File: src/rtl/booth_mul_sched_if.sv
// Bundle of the two request channels, the response channel and status for booth_mul_sched.
// Every channel uses valid/ready: a transfer happens on the rising edge where both are high;
// the source holds its payload while valid is high and ready is low.
interface booth_mul_sched_if #(
    parameter int WIDTH = 32
);
    logic                 req0_valid;
    logic                 req0_ready;
    logic [WIDTH-1:0]     req0_a;
    logic [WIDTH-1:0]     req0_b;
    logic                 req1_valid;
    logic                 req1_ready;
    logic [WIDTH-1:0]     req1_a;
    logic [WIDTH-1:0]     req1_b;
    logic                 rsp_valid;
    logic                 rsp_ready;
    logic                 rsp_id;
    logic [2*WIDTH-1:0]   rsp_result;
    logic                 busy;
    logic [1:0]           fsm_state;

    modport master (
        output req0_valid, req0_a, req0_b,
        output req1_valid, req1_a, req1_b,
        output rsp_ready,
        input  req0_ready, req1_ready,
        input  rsp_valid, rsp_id, rsp_result, busy, fsm_state
    );

    modport slave (
        input  req0_valid, req0_a, req0_b,
        input  req1_valid, req1_a, req1_b,
        input  rsp_ready,
        output req0_ready, req1_ready,
        output rsp_valid, rsp_id, rsp_result, busy, fsm_state
    );
endinterface

File: src/rtl/booth_mul_sched.sv
// Iterative radix-4 Booth signed multiplier shared by two requesters through a
// round-robin grant; one Booth digit per cycle, response tagged with the requester id.
module booth_mul_sched #(
    parameter int WIDTH = 32
) (
    input  logic             clk,
    input  logic             rst_n,
    booth_mul_sched_if.slave bus
);
    localparam int PW    = 2 * WIDTH;
    localparam int STEPS = WIDTH / 2;
    localparam int SW    = (STEPS > 1) ? $clog2(STEPS) : 1;
    localparam logic [SW-1:0] LAST_STEP = SW'(STEPS - 1);

    typedef enum logic [1:0] {
        IDLE = 2'd0,
        BUSY = 2'd1,
        DONE = 2'd2
    } state_t;

    state_t           state;
    logic             ptr;
    logic [SW-1:0]    step;
    logic [PW-1:0]    acc;
    logic [PW-1:0]    a_sh;
    logic [WIDTH:0]   b_sh;

    logic             grant_valid;
    logic             grant_id;
    logic [WIDTH-1:0] sel_a;
    logic [WIDTH-1:0] sel_b;
    logic [PW-1:0]    term;
    logic [PW-1:0]    sum;

    always_comb begin
        grant_valid = (state == IDLE) && (bus.req0_valid || bus.req1_valid);
        grant_id    = (bus.req0_valid && bus.req1_valid) ? ptr : bus.req1_valid;
        sel_a       = grant_id ? bus.req1_a : bus.req0_a;
        sel_b       = grant_id ? bus.req1_b : bus.req0_b;
    end

    assign bus.req0_ready = grant_valid && !grant_id;
    assign bus.req1_ready = grant_valid && grant_id;
    assign bus.fsm_state  = state;

    // a_sh already carries the 2k shift and the sign extension, so doubling and
    // negation act on the full product width and wrap modulo 2^PW.
    always_comb begin
        term = '0;
        case (b_sh[2:0])
            3'b001, 3'b010: term = a_sh;
            3'b011:         term = a_sh << 1;
            3'b100:         term = -(a_sh << 1);
            3'b101, 3'b110: term = -a_sh;
            default:        term = '0;
        endcase
        sum = acc + term;
    end

    always_ff @(posedge clk or negedge rst_n) begin
        if (!rst_n) begin
            state          <= IDLE;
            ptr            <= 1'b0;
            step           <= '0;
            acc            <= '0;
            a_sh           <= '0;
            b_sh           <= '0;
            bus.rsp_valid  <= 1'b0;
            bus.rsp_id     <= 1'b0;
            bus.rsp_result <= '0;
            bus.busy       <= 1'b0;
        end else begin
            case (state)
                IDLE: begin
                    if (grant_valid) begin
                        a_sh       <= {{WIDTH{sel_a[WIDTH-1]}}, sel_a};
                        b_sh       <= {sel_b, 1'b0};
                        acc        <= '0;
                        step       <= '0;
                        ptr        <= ~grant_id;
                        bus.rsp_id <= grant_id;
                        bus.busy   <= 1'b1;
                        state      <= BUSY;
                    end
                end
                BUSY: begin
                    acc  <= sum;
                    a_sh <= a_sh << 2;
                    b_sh <= {2'b00, b_sh[WIDTH:2]};
                    step <= step + 1'b1;
                    if (step == LAST_STEP) begin
                        bus.rsp_result <= sum;
                        bus.rsp_valid  <= 1'b1;
                        state          <= DONE;
                    end
                end
                DONE: begin
                    // Returning to IDLE (not granting here) guarantees a gap cycle between jobs.
                    if (bus.rsp_ready) begin
                        bus.rsp_valid <= 1'b0;
                        bus.busy      <= 1'b0;
                        state         <= IDLE;
                    end
                end
                default: state <= IDLE;
            endcase
        end
    end
endmodule

File: src/flat_wrapper.sv
// flat-port wrapper written by rule: the top's interface ports become plain ports
module booth_mul_sched_flat 
#(
    parameter int WIDTH = 32
)
  (clk, rst_n, bus_req0_valid, bus_req0_a, bus_req0_b, bus_req1_valid, bus_req1_a, bus_req1_b, bus_rsp_ready, bus_req0_ready, bus_req1_ready, bus_rsp_valid, bus_rsp_id, bus_rsp_result, bus_busy, bus_fsm_state);
  booth_mul_sched_if #(.WIDTH(WIDTH)) bus_i ();
  input  logic clk;
  input  logic rst_n;
  input wire logic [$bits(bus_i.req0_valid)-1:0] bus_req0_valid;
  input wire logic [$bits(bus_i.req0_a)-1:0] bus_req0_a;
  input wire logic [$bits(bus_i.req0_b)-1:0] bus_req0_b;
  input wire logic [$bits(bus_i.req1_valid)-1:0] bus_req1_valid;
  input wire logic [$bits(bus_i.req1_a)-1:0] bus_req1_a;
  input wire logic [$bits(bus_i.req1_b)-1:0] bus_req1_b;
  input wire logic [$bits(bus_i.rsp_ready)-1:0] bus_rsp_ready;
  output wire logic [$bits(bus_i.req0_ready)-1:0] bus_req0_ready;
  output wire logic [$bits(bus_i.req1_ready)-1:0] bus_req1_ready;
  output wire logic [$bits(bus_i.rsp_valid)-1:0] bus_rsp_valid;
  output wire logic [$bits(bus_i.rsp_id)-1:0] bus_rsp_id;
  output wire logic [$bits(bus_i.rsp_result)-1:0] bus_rsp_result;
  output wire logic [$bits(bus_i.busy)-1:0] bus_busy;
  output wire logic [$bits(bus_i.fsm_state)-1:0] bus_fsm_state;
  assign bus_i.req0_valid = bus_req0_valid;
  assign bus_i.req0_a = bus_req0_a;
  assign bus_i.req0_b = bus_req0_b;
  assign bus_i.req1_valid = bus_req1_valid;
  assign bus_i.req1_a = bus_req1_a;
  assign bus_i.req1_b = bus_req1_b;
  assign bus_i.rsp_ready = bus_rsp_ready;
  assign bus_req0_ready = bus_i.req0_ready;
  assign bus_req1_ready = bus_i.req1_ready;
  assign bus_rsp_valid = bus_i.rsp_valid;
  assign bus_rsp_id = bus_i.rsp_id;
  assign bus_rsp_result = bus_i.rsp_result;
  assign bus_busy = bus_i.busy;
  assign bus_fsm_state = bus_i.fsm_state;
  booth_mul_sched #(.WIDTH(WIDTH)) u_core (.clk(clk), .rst_n(rst_n), .bus(bus_i));
endmodule
File: config.mk
export PLATFORM = sky130hd
export DESIGN_NAME = booth_mul_sched_flat
export DESIGN_NICKNAME = d
export VERILOG_FILES = /design/src/rtl/booth_mul_sched_if.sv /design/src/rtl/booth_mul_sched.sv /design/src/flat_wrapper.sv
export SDC_FILE = /design/constraint.sdc
export NUM_CORES = 1
export LEC_CHECK = 0
export CORE_MARGIN = 2
export CORE_UTILIZATION = 55
export DETAILED_ROUTE_END_ITERATION = 10
export GPL_TIMING_DRIVEN = 0
export PLACE_DENSITY = 0.88
export SYNTH_ARGS = -nofsm -noshare
export SYNTH_HDL_FRONTEND = slang
export SYNTH_SLANG_ARGS = --single-unit
File: constraint.sdc
create_clock -name clk -period 8.25 [get_ports clk]
set_input_delay 1.65 -clock clk [delete_from_list [all_inputs] [get_ports clk]]
set_output_delay 1.65 -clock clk [all_outputs]
set_load 0.005 [all_outputs]
==> summary.log <==
qor: sta.clock-skew-final 0.02047 ns
qor: clocking.postCtsSetupBuffers 0
qor: cells_and_area.most-common-layout-cells nand2_1 (349), dfrtp_1 (235), clkdlybuf4s50_1 (202), clkbuf_1 (179), o21ai_0 (177)
qor: sta.hold_viol_final 0
qor: sta.final-max-slew-violation-count 0
qor: worst_setup_path.crit_arrival 8.29 ns
qor: min_path.hp-class reg -> reg
qor: die.initial_core_util 56.21%
qor: sta.tightestPinTransition 1.412 ns
qor: sta.rsz0062_at_grt no
qor: routing.route.detailed.vias_per_inst 6.844
qor: cells_and_area.finish.net_count 2609
qor: worst_setup_path.critical_path.max_fanout 10
qor: synthesis.synth_area 17330 µm²
qor: synthesis.yosysSeqAreaShare 33.93%
qor: routing.wl_per_cell 25.81 µm
qor: global_route.grt.overflow.total 0
qor: synthesis.postSynth.topFlopCell dfrtp_1
qor: clocking.tritoncts.num_buffers 28
qor: sta.finalWorstPathRequiredPeriod 7.800 ns
qor: routing.wirelength 73.01 mm
qor: cells_and_area.drive_above_1_share 3.577%
qor: clocking.clk_path_buf_depth 3
qor: status.outcome completed
qor: place.finalWeightedCongestion 1.015
qor: global_route.first_global_vias 18530
qor: synthesis.mappedNetlistNets 2374
qor: clocking.cts.root.buffer_cell clkbuf_16
qor: clocking.number_of_sinks_on_the_clock_net 235
qor: die.dieHeight 181.5 µm
qor: die.die_x 181.5 µm
qor: sta.finalSetupTns 0 ns
qor: die.floorplan.io_pins 204
qor: clocking.cts_resized 0
qor: synthesis.netlist_cell_types 74
qor: die.rows 64
qor: sta.max-slew-margin-rel 5.844%
qor: routing.postRouteAntennaNets 0
qor: routing.total_via_count_in_the_routed_design 19360
qor: synthesis.synth.ff_latch_count 235
qor: worst_setup_path.timing_worst_setup_path_type reg -> reg
qor: routing.drt_iter0_drc 2704
qor: sta.achievable-frequency 0.1282 GHz
qor: global_route.grt_util_all_layers 43.25%
qor: synthesis.async_reset_ff_share 100.0%
qor: sta.timing.final.crit_share 94.54%
qor: sta.setup-violations-final 0
qor: clocking.tritoncts yes
qor: global_route.grt_pass1_wl 109.6 mm
qor: worst_setup_path.cp_data_required_time 8.74 ns
qor: worst_setup_path.cp-end-kind flip-flop
qor: routing.drc_errors 0
qor: place.place.detailed.hpwl 53.77 mm
qor: routing.firstDrtPassIters 7
qor: cells_and_area.layout_commonest_cell nand2_1
qor: cells_and_area.syn2layout_area_growth 20.35%
qor: synthesis.ys_warn_count 0
qor: global_route.antenna_violations_before_repair 1
qor: sta.fin_worst_hold_slack 0.4731 ns
qor: clocking.postCtsHoldBufs 0
qor: die.fp.dieArea 32950 µm²
qor: clocking.clkTransAtPathRegs 0.07 ns
qor: clocking.clock_latency 0.59 ns
qor: global_route.grt_start_max_net_pins 87
qor: place.pre_cts_ws 1.055 ns
qor: place.port_buffers 203
qor: clocking.htree_num_levels 1
qor: synthesis.synth-edff-count 0
qor: worst_setup_path.timing.critical_path.from_type flip-flop
qor: sta.finalWorstSetupSlack 0.4501 ns
qor: cells_and_area.layout.core_utilization 67.65%
qor: die.core-area 30830 µm²
qor: synthesis.synth_area_per_cell 7.968 µm²
qor: run.max_cap_violations 0
qor: synthesis.syn-instance-count 2175
-- cell usage after synthesis, drive strengths merged (4+ instances only) --
cell / number / area (µm²)
a211o: 5 / 43.79
a211oi: 4 / 30.03
a21o: 38 / 285.3
a21oi: 129 / 645.6
a221o: 6 / 60.06
a221oi: 29 / 254.0
a22o: 13 / 113.9
a22oi: 144 / 1081
a31o: 6 / 52.55
a31oi: 29 / 181.4
a32oi: 7 / 61.31
and2: 11 / 68.82
and3: 10 / 62.56
buf: 28 / 140.1
clkbuf: 173 / 649.4
dfrtp: 235 / 5881
ha: 65 / 813.3
inv: 31 / 116.4
mux2: 6 / 67.56
mux2i: 19 / 190.2
nand2: 349 / 1310
nand2b: 18 / 112.6
nand3: 138 / 690.7
nand4: 32 / 200.2
nor2: 90 / 337.8
nor3: 36 / 180.2
nor4: 15 / 93.84
o211ai: 7 / 52.55
o21a: 17 / 127.6
o21ai: 179 / 895.9
o21bai: 21 / 157.7
o221ai: 8 / 70.07
o22ai: 10 / 62.56
o311ai: 5 / 43.79
o31ai: 14 / 110.1
or2: 8 / 50.05
or3: 31 / 209.0
or4: 20 / 157.7
xnor2: 91 / 797.0
xor2: 48 / 420.4
-- cell families after synthesis --
group	synth area share [%]
AOI/OAI and AO/OA	26.60
xor gates and xnor gates	7.025
adders and majority gates	4.808
buffers and inverters	5.227
DFF	33.93
muxes	1.487
and+or+nand+nor	20.92
-- state kept, by name, indices dropped and copies added, names as in the netlist --
name and count:
u_core.a_sh 64, u_core.acc 64, u_core.b_sh 33, u_core.bus.busy 1, u_core.bus.fsm_state 2, u_core.bus.rsp_id 1
u_core.bus.rsp_result 64, u_core.bus.rsp_valid 1, u_core.ptr 1, u_core.step 4
-- final timing paths --
path / start / to / slack, ns / cells after the start
max: u_core.b_sh[0] / u_core.bus.rsp_result[60] / 0.45 / 17
min: u_core.bus.rsp_result[25] / u_core.bus.rsp_result[25] / 0.47 / 2
max reg2reg: u_core.b_sh[0] / u_core.bus.rsp_result[60] / 0.45 / 17
min reg2reg: u_core.bus.rsp_result[25] / u_core.bus.rsp_result[25] / 0.47 / 2
max in group asynchronous: rst_n / u_core.bus.rsp_result[1] / 6.00 / 3
min in group asynchronous: rst_n / u_core.bus.rsp_result[55] / 1.01 / 1
-- per-stage QoR --
stage | cells | area, µm²
global route | 2828 | 20860
CTS | 2828 | 20860
detailed placement | 2776 | 19920
global placement | 2774 | 19860
finish | 2829 | 20860
floorplan | 2175 | 17330
-- worst max-delay path: stages, from the launching register on --
cell and delay [ns]:
dfrtp_1 0.36, clkbuf_1 0.57, inv_1 0.31, nor2_1 0.71, clkbuf_1 0.72, buf_1 0.61, nand2_1 0.11, a31oi_1 0.34
ha_1 0.18, clkbuf_1 0.25, nand4_1 0.17, nor4_1 0.69, or4b_2 0.32, nand4b_1 0.23, a2111oi_0 1.11, o21ai_0 0.37
or4_1 0.50, o211ai_1 0.13
-- final cells by class --
type                       instances  area, µm²
sequential                       235       5881
timing repair buffer             205       2092
tap                              396      495.5
clock buffer                      39      792.0
inverter                          31      116.4
multi-input combinational       1708      10550
fill                            2534       9972
buffer                           201      789.5
antenna                            1      2.502
clock inverter                    13      141.4
-- per-layer routing --
metal,track usage (%),vias up,part of all wire [%]
li1,-,8445,-
met1,55.66,9252,38
met2,66.25,1339,44
met3,10.05,323,11
met4,26.37,2,7.2
met5,0,-,0.055
Power is not shown: default switching activity piles up to over one toggle a cycle in this logic, so the estimate is an artifact.
